### config.mk
export PLATFORM = sky130hd
export DESIGN_NAME = burst_last_tagger
export DESIGN_NICKNAME = d
export VERILOG_FILES = /design/src/rtl/burst_pkg.sv /design/src/rtl/burst_desc_fifo.sv /design/src/rtl/burst_last_tagger.sv
export SDC_FILE = /design/constraint.sdc
export NUM_CORES = 1
export LEC_CHECK = 0
export ABC_AREA = 0
export CORE_UTILIZATION = 37
export DETAILED_ROUTE_END_ITERATION = 16
export PLACE_DENSITY_LB_ADDON = 0.15
export SLEW_MARGIN = 30
export SYNTH_ARGS = -nofsm -noshare
export SYNTH_HDL_FRONTEND = slang
export SYNTH_SLANG_ARGS = --single-unit
export TNS_END_PERCENT = 5
### constraint.sdc
create_clock -name clk -period 3.2 [get_ports clk]
set_input_delay 0.32 -clock clk [delete_from_list [all_inputs] [get_ports clk]]
set_output_delay 0.32 -clock clk [all_outputs]
set_load 0.02 [all_outputs]
### src/rtl/burst_pkg.sv
// Shared types and constants for the burst last-flag tagger.
package burst_pkg;

   localparam int unsigned BURST_LEN_WIDTH = 8;

   typedef logic [BURST_LEN_WIDTH-1:0] burst_len_t;
   typedef logic [31:0]                stat_cnt_t;

   localparam burst_len_t BURST_LEN_ONE_BEAT = '0;

endpackage

### src/rtl/burst_desc_fifo.sv
// Register-array descriptor FIFO; a push is accepted while full if a pop happens in the same cycle.
module burst_desc_fifo #(
   parameter int unsigned Width     = 8,
   parameter int unsigned DepthLog2 = 2
) (
   input  logic             clk,
   input  logic             rst_n,
   input  logic             push_i,
   input  logic [Width-1:0] wdata_i,
   input  logic             pop_i,
   output logic [Width-1:0] rdata_o,
   output logic             full_o,
   output logic             empty_o
);

   localparam int unsigned Depth = 1 << DepthLog2;

   logic [Width-1:0]     mem_q [Depth];
   logic [DepthLog2-1:0] wr_ptr_q, wr_ptr_d;
   logic [DepthLog2-1:0] rd_ptr_q, rd_ptr_d;
   logic [DepthLog2:0]   cnt_q, cnt_d;
   logic                 do_push, do_pop;

   always_comb begin
      full_o   = (cnt_q == (DepthLog2 + 1)'(Depth));
      empty_o  = (cnt_q == '0);
      rdata_o  = mem_q[rd_ptr_q];
      do_pop   = pop_i & ~empty_o;
      do_push  = push_i & (~full_o | do_pop);
      wr_ptr_d = wr_ptr_q;
      rd_ptr_d = rd_ptr_q;
      cnt_d    = cnt_q;
      if (do_push) wr_ptr_d = wr_ptr_q + 1'b1;
      if (do_pop)  rd_ptr_d = rd_ptr_q + 1'b1;
      if (do_push && !do_pop)      cnt_d = cnt_q + 1'b1;
      else if (do_pop && !do_push) cnt_d = cnt_q - 1'b1;
   end

   always_ff @(posedge clk or negedge rst_n) begin
      if (!rst_n) begin
         wr_ptr_q <= '0;
         rd_ptr_q <= '0;
         cnt_q    <= '0;
      end else begin
         wr_ptr_q <= wr_ptr_d;
         rd_ptr_q <= rd_ptr_d;
         cnt_q    <= cnt_d;
      end
   end

   // Storage needs no reset: entries are only read while counted as valid.
   always_ff @(posedge clk) begin
      if (do_push) mem_q[wr_ptr_q] <= wdata_i;
   end

endmodule

### src/rtl/burst_last_tagger.sv
// Tags a beat stream with per-burst last flags from prefetched length descriptors.
// Optional statistics counters are enabled by defining BURST_LAST_TAGGER_STATS_EN.
module burst_last_tagger
   import burst_pkg::*;
#(
   parameter int unsigned DataWidth     = 64,
   parameter int unsigned BurstLenWidth = BURST_LEN_WIDTH,
   parameter int unsigned DescDepthLog2 = 2
) (
   input  logic                     clk,
   input  logic                     rst_n,
   input  logic [BurstLenWidth-1:0] burst_len_dout,
   input  logic                     burst_len_empty_n,
   output logic                     burst_len_read,
   input  logic [DataWidth-1:0]     data_dout,
   input  logic                     data_empty_n,
   output logic                     data_read,
   output logic [DataWidth-1:0]     out_data_din,
   output logic                     out_last_din,
   input  logic                     out_full_n,
`ifdef BURST_LAST_TAGGER_STATS_EN
   output stat_cnt_t                stat_bursts,
   output stat_cnt_t                stat_beats,
`endif
   output logic                     out_write
);

   logic [BurstLenWidth-1:0] head, eff_count;
   logic [BurstLenWidth-1:0] count_q, count_d;
   logic                     active_q, active_d;
   logic                     fifo_empty, fifo_full;
   logic                     eff_active, is_last, fire, retire;

   burst_desc_fifo #(
      .Width     (BurstLenWidth),
      .DepthLog2 (DescDepthLog2)
   ) u_desc_fifo (
      .clk     (clk),
      .rst_n   (rst_n),
      .push_i  (burst_len_read),
      .wdata_i (burst_len_dout),
      .pop_i   (retire),
      .rdata_o (head),
      .full_o  (fifo_full),
      .empty_o (fifo_empty)
   );

   // While idle the queue head is used directly, so a burst starts in the cycle it appears.
   always_comb begin
      eff_active = active_q | ~fifo_empty;
      eff_count  = active_q ? count_q : head;
      is_last    = eff_active & (eff_count == BurstLenWidth'(BURST_LEN_ONE_BEAT));
      fire       = eff_active & data_empty_n & out_full_n;
      retire     = fire & is_last;
      active_d   = active_q;
      count_d    = count_q;
      if (fire) begin
         if (is_last) begin
            active_d = 1'b0;
         end else begin
            active_d = 1'b1;
            count_d  = eff_count - BurstLenWidth'(1);
         end
      end
      burst_len_read = rst_n & burst_len_empty_n & (~fifo_full | retire);
      data_read      = fire;
      out_write      = fire;
      out_data_din   = data_dout;
      out_last_din   = is_last;
   end

   always_ff @(posedge clk or negedge rst_n) begin
      if (!rst_n) begin
         active_q <= 1'b0;
         count_q  <= '0;
      end else begin
         active_q <= active_d;
         count_q  <= count_d;
      end
   end

`ifdef BURST_LAST_TAGGER_STATS_EN
   stat_cnt_t bursts_q, beats_q;

   always_ff @(posedge clk or negedge rst_n) begin
      if (!rst_n) begin
         bursts_q <= '0;
         beats_q  <= '0;
      end else begin
         if (retire) bursts_q <= bursts_q + 32'd1;
         if (fire)   beats_q  <= beats_q + 32'd1;
      end
   end

   assign stat_bursts = bursts_q;
   assign stat_beats  = beats_q;
`endif

endmodule

==> results of run 1 <==
## synthesized netlist by cell type, types with 4 or more instances
cell type,n,area [um^2]
edfxtp_1,32,960.9
nand2_1,15,56.30
a21oi_1,10,50.05
nor3b_1,6,45.04
nor2_1,9,33.78
dfrtp_1,16,400.4
mux2_2,5,56.30
nor3_1,5,25.02
o21ai_0,7,35.03
mux2i_1,13,130.1
nor2b_1,4,25.02
inv_1,4,15.01
xnor2_1,7,61.31
buf_2,4,20.02
nand3_1,7,35.03
ha_1,7,87.58
buf_4,65,488.0
## sequential cells by signal, indices dropped and copies added, names as in the netlist
| signal | flops |
|---|---|
| active_q | 1 |
| u_desc_fifo.mem_q | 32 |
| u_desc_fifo.wr_ptr_q | 2 |
| u_desc_fifo.rd_ptr_q | 2 |
| count_q | 8 |
| u_desc_fifo.cnt_q | 3 |
## layer usage
layer | part of all wire | vias to the layer above | global-route usage
met2 | 0.48 | 57 | 0.2330
met3 | 0.061 | 15 | 0.05611
met4 | 0.016 | 0 | 0.05159
li1 | - | 794 | -
met1 | 0.44 | 841 | 0.1847
met5 | 0 | - | 0
## cells by family after synthesis
| kind of cell | after synthesis | synth area share |
|---|---|---|
| compound gates | 34 | 0.08510 |
| xor+xnor | 9 | 0.02681 |
| fa+ha+maj | 8 | 0.03659 |
| buf+inv | 77 | 0.1860 |
| flops | 48 | 0.4630 |
| mux | 22 | 0.08510 |
| simple gates | 61 | 0.1174 |
## worst reg2reg max path, delay by kind of cell (launching register included)
kind,cells,cell delay (ps)
AO/OA/AOI/OAI,1,270
multiplexers,2,570
buffers and inverters,3,280
adder cells (fa/ha/maj),2,640
AND/OR/NAND/NOR,3,780
flip-flops,1,460
## power by group
| part | switching, mW | leakage (nW) | total, mW | internal [mW] |
|---|---|---|---|---|
| Combinational | 0.328 | 0.561 | 0.634 | 0.306 |
| Sequential | 0.100 | 0.479 | 0.893 | 0.793 |
| Clock | 0.213 | 0.0434 | 0.389 | 0.175 |
## through the flow
| step | setup TNS, ps | util | hold slack (ps) |
|---|---|---|---|
| 2_1_floorplan | 0 | - | 24.41 |
| 3_3_place_gp | 0 | 0.3687 | 476.0 |
| 3_5_place_dp | 0 | 0.3687 | 472.5 |
| 4_1_cts | 0 | 0.3812 | 374.8 |
| 5_1_grt | -80.10 | 0.3874 | 401.5 |
| 6_report | 0 | 0.3874 | 365.6 |
## worst max path at each step
| stage | from | to | slack, ps | depth (start not counted) |
|---|---|---|---|---|
| finish | u_desc_fifo.rd_ptr_q[1] | u_desc_fifo.cnt_q[1] | 80 | 11 |
| CTS | u_desc_fifo.rd_ptr_q[1] | u_desc_fifo.cnt_q[2] | 20 | 14 |
| global placement | u_desc_fifo.rd_ptr_q[1] | u_desc_fifo.cnt_q[2] | 150 | 14 |
| global route | u_desc_fifo.rd_ptr_q[1] | u_desc_fifo.cnt_q[2] | -40 | 13 |
| floorplan | u_desc_fifo.rd_ptr_q[0] | u_desc_fifo.cnt_q[2] | 4 | 18 |
| detailed placement | u_desc_fifo.rd_ptr_q[1] | u_desc_fifo.cnt_q[2] | 50 | 14 |
## final cells by class
class,count,area [um^2]
Fill cell,752,4710
Sequential cell,48,1363
Multi-Input combinational cell,134,1054
Timing Repair Buffer,36,311.5
Tap cell,102,127.6
Clock buffer,6,82.58
Inverter,6,25.02
Clock inverter,2,15.01
## repair_timing
| action | 4_1_cts | 5_1_grt |
|---|---|---|
| endpoints found under the setup margin | 1 | 3 |
| resized for setup | 1 | 8 |
| setup buffers | 0 | 3 |
| pin swaps | 0 | 9 |
==> results.yml, run 1 <==
logic_synthesis:
  syn_area_mm2: 0.002940
  synth_edf_count: 32
  synth_cells: 259
  syn_nets: 344
  yosysWarnings: 0
  ys.flop_type: "edfxtp_1"
  ys_seq_area_frac: 0.4630
  yosysUniqueCellTypes: 50
  synth_area_per_cell_um2: 11.35
  async_reset_ff_frac: 0.3333
  ys_seq_elements: 48
timing:
  max_freq_ghz: 0.3205
  finalSetupViolCount: 0
  tightest_slew_ps: 536.4
  setup_slack_ps: 79.56
  slew_headroom: 0.6377
  finalMaxSlewViolations: 0
  final-hold-violation-count: 0
  grt_setup_unrepaired: "true"
  fin_crit_sh: 0.9751
  period_needed_ps: 3120
  clock_skew_ps: 9.704
floorplan:
  core-area_mm2: 0.007687
  rows: 32
  ioPinCount: 145
  die_h_um: 91.15
  start_util: 0.3825
  dieArea_mm2: 0.008307
  fp.dieW_um: 91.15
worst_setup_path:
  slowest_delay_ps: 510
  path_class: "reg -> reg"
  crit_chain: "mux2_4 -> or4_4 -> a32oi_4 -> nand4_4 -> inv_4 -> buf_4 -> nand3_1 -> ha_2 -> inv_1 -> fa_2 -> mux2_2"
  rrSetupSlack_ps: 80
  worstRegToRegCells: 11
  cp-start-kind: "flop"
  r2r-start: "u_desc_fifo.rd_ptr_q[1]"
  cp_data_arrival_time_ps: 3320
  critPathRequiredTime_ps: 3400
  worstPathMaxFanout: 5
  r2r-end: "u_desc_fifo.cnt_q[1]"
  crit_path_end_kind: "flop"
  cp_top_family: "simple AND/OR/NAND/NOR gates"
  path_buf_inv: 3
  critPathSlowestCell: "or4_4"
run_status:
  status: "complete, no violations"
clock_network:
  path_clk_slew_ps: 100
  cts_inserted_buffers: 5
  cts_sinks: 48
  cts_tree: "yes"
  clk_path_buf_depth: 2
  clk_latency_ps: 300
  h-tree-depth: 2
  clock-root-buffer: "clkbuf_8"
  cts_hold_buf: 0
global_route:
  grt_overflow: 0
  grt_start_max_net_pins: 18
  grt_pass1_wl_um: 9232
  grt_antenna_before_repair: 0
  grt.total_usage: 0.1477
  grt_pass1_vias: 1751
placed_design:
  place_area_mm2: 0.002834
  dp.final_hpwl_um: 4256
  post-place-ws_ps: 53.61
  port_buffers: 16
  place_inst: 323
  gp_congestion: 0.8021
power_and_ir_drop:
  p_leak_nw: 1.084
  powerDensity_mw_per_mm2: 643.5
  peakVddDrop_uv: 248.9
  p_total_mw: 1.916
finish:
  layout_common_cells: "edfxtp_1 (32), buf_4 (20), nand2_1 (15), dfrtp_1 (15), clkdlybuf4s50_1 (14)"
  nNetsFinal: 316
  layout.cells.non_filler: 334
  n_antenna_cell: 0
  drive_above_1_share: 0.2241
  final_cell_area_mm2: 0.002978
  syn_to_final_growth_pct: 1.277
  layout_commonest_cell: "edfxtp_1"
hold_path:
  holdCritPathClass: "in -> async"
flow_run:
  drv_cap: 0
detailed_routing:
  vias_per_cell: 5.111
  final_antenna_net_count: 0
  drt-initial-drc-count: 89
  drt_wl_total_um: 5858
  drt-wirelength-per-cell_um: 17.54
  dr.pass1.iters: 5
  routed-via-count: 1707
  drc: 0
Note: power is estimated with default switching activity, not from simulation.
==> run 2, diff against run 1 <==
- ABC_CLOCK_PERIOD_IN_PS: not set -> 3200
- CORE_UTILIZATION: 37 -> 38
- CTS_BUF_LIST: not set -> sky130_fd_sc_hd__clkbuf_4 sky130_fd_sc_hd__clkbuf_8
==> run 2 against run 1 <==
Sequential cell count unchanged; worst setup slack improved by 19 ps; sequential power increased by 0.7%; clock-buffer cell count decreased by 1; maximum frequency increased by 0.61%; clock power increased by 12%; via count decreased by 0.94%; highest routed layer unchanged.
==> results.yml, run 2 (same netlist as run 1, synthesis figures left out) <==
worst_setup_path:
  crit_path_end: "out_last_din"
  cp_data_arrival_time_ps: 2780
  rrSetupSlack_ps: 150
  worstRegToRegCells: 13
  r2r-start: "u_desc_fifo.rd_ptr_q[1]"
  cp-start-kind: "flop"
  crit_start: "u_desc_fifo.rd_ptr_q[1]"
  critPathRequiredTime_ps: 2880
  path_class: "reg -> out"
  worstPathMaxFanout: 5
  crit_path_end_kind: "output port"
  r2r-end: "u_desc_fifo.cnt_q[2]"
floorplan:
  rows: 31
  ioPinCount: 145
  die_h_um: 89.97
  core-area_mm2: 0.007370
  start_util: 0.3990
  dieArea_mm2: 0.008094
  fp.dieW_um: 89.97
run_status:
  status: "complete, no violations"
detailed_routing:
  routed-via-count: 1691
  drt-initial-drc-count: 68
  drt-wirelength-per-cell_um: 17.04
  drc: 0
  drt_wl_total_um: 5691
  vias_per_cell: 5.063
  dr.pass1.iters: 4
  final_antenna_net_count: 0
clock_network:
  cts_tree: "yes"
  path_clk_slew_ps: 90
  clk_latency_ps: 290
  clock-root-buffer: "clkbuf_8"
  cts_sinks: 48
  clk_path_buf_depth: 2
  cts_inserted_buffers: 5
  cts_hold_buf: 0
  h-tree-depth: 2
global_route:
  grt_start_max_net_pins: 18
  grt_antenna_before_repair: 0
  grt.total_usage: 0.1412
  grt_overflow: 0
  grt_pass1_wl_um: 8721
  grt_pass1_vias: 1607
hold_path:
  holdCritPathClass: "in -> async"
power_and_ir_drop:
  peakVddDrop_uv: 210.1
  powerDensity_mw_per_mm2: 649.5
  p_leak_nw: 1.092
timing:
  holdWs_ps: 366.7
  clock_skew_ps: 6.388
  finalSetupViolCount: 0
  slew_headroom: 0.6429
  grt_setup_unrepaired: "true"
  final-hold-violation-count: 0
  finalMaxSlewViolations: 0
  fin_tns_setup_ps: 0
  fin_crit_sh: 0.9693
  period_needed_ps: 3102
  tightest_slew_ps: 528.7
  max_freq_ghz: 0.3224
finish:
  final_cell_area_mm2: 0.003007
  largest_reg_flops: 32
  layout_commonest_cell: "edfxtp_1"
  layout.cells.non_filler: 334
  regMostFlops: "u_desc_fifo.mem_q"
  layout_common_cells: "edfxtp_1 (32), buf_4 (23), nand2_1 (15), clkdlybuf4s50_1 (15), dfrtp_1 (13)"
  fin_util: 0.4080
  syn_to_final_growth_pct: 2.255
  reg_top3: "u_desc_fifo.mem_q x32, count_q x8, u_desc_fifo.cnt_q x3"
  drive_above_1_share: 0.2468
  n_antenna_cell: 0
  nNetsFinal: 319
  fill_cells: 720
placed_design:
  place_inst: 321
  port_buffers: 16
  gp_congestion: 0.7265
  dp.final_hpwl_um: 4058
  place_area_mm2: 0.002838
flow_run:
  drv_cap: 0
run 2: where the power goes:
part | total (mW) | internal (mW) | switching [mW]
Clock | 0.436 | 0.232 | 0.204
Sequential | 0.899 | 0.794 | 0.105
Combinational | 0.618 | 0.307 | 0.312
run 2: how the worst min path moves through the flow:
stage | endpoint | startpoint | slack [ps]
after floorplan | active_q | rst_n | 20
after global placement | u_desc_fifo.cnt_q[2] | u_desc_fifo.cnt_q[2] | 480
after detailed placement | u_desc_fifo.cnt_q[2] | u_desc_fifo.cnt_q[2] | 480
after CTS | u_desc_fifo.wr_ptr_q[1] | rst_n | 370
after global routing | u_desc_fifo.wr_ptr_q[1] | rst_n | 380
final | u_desc_fifo.wr_ptr_q[1] | rst_n | 370
run 2: final cells by class:
type | count | area, um^2 | area share
flip-flops and latches | 48 | 1365 | 0.4540
multi-input cells | 134 | 1050 | 0.3491
repair buffers | 39 | 331.6 | 0.1103
well taps | 99 | 123.9 | 0.04120
clock buffers | 5 | 68.82 | 0.02289
clock inverters | 3 | 42.54 | 0.01415
inverters | 6 | 25.02 | 0.008323
run 2: layer usage:
metal	part of all wire	GRT usage
met1	0.45	0.1842
met2	0.45	0.2090
met3	0.054	0.04315
met4	0.046	0.07796
met5	0	0
run 2: through the flow:
step                worst slack, ps  power (mW)
finish                        98.38       1.953
global route                 -21.61       2.084
CTS                           61.47       1.952
detailed placement            45.50       1.513
global placement              97.71       1.514
floorplan                     3.933       1.434
run 2: what timing repair did:
item,4_1_cts,5_1_grt
pin swaps,0,10
hold endpoints to repair,0,0
gates resized for setup,2,9
endpoints found under the setup margin,1,4
buffers inserted,0,5
run 2: worst max-delay path, cell delays in order, from the launching register on:
cell and delay (ps):
dfrtp_2 450, mux2_4 320, or4_4 510, a32oi_4 260, nand4_4 140, inv_4 100, buf_4 100, clkdlybuf4s50_1 600
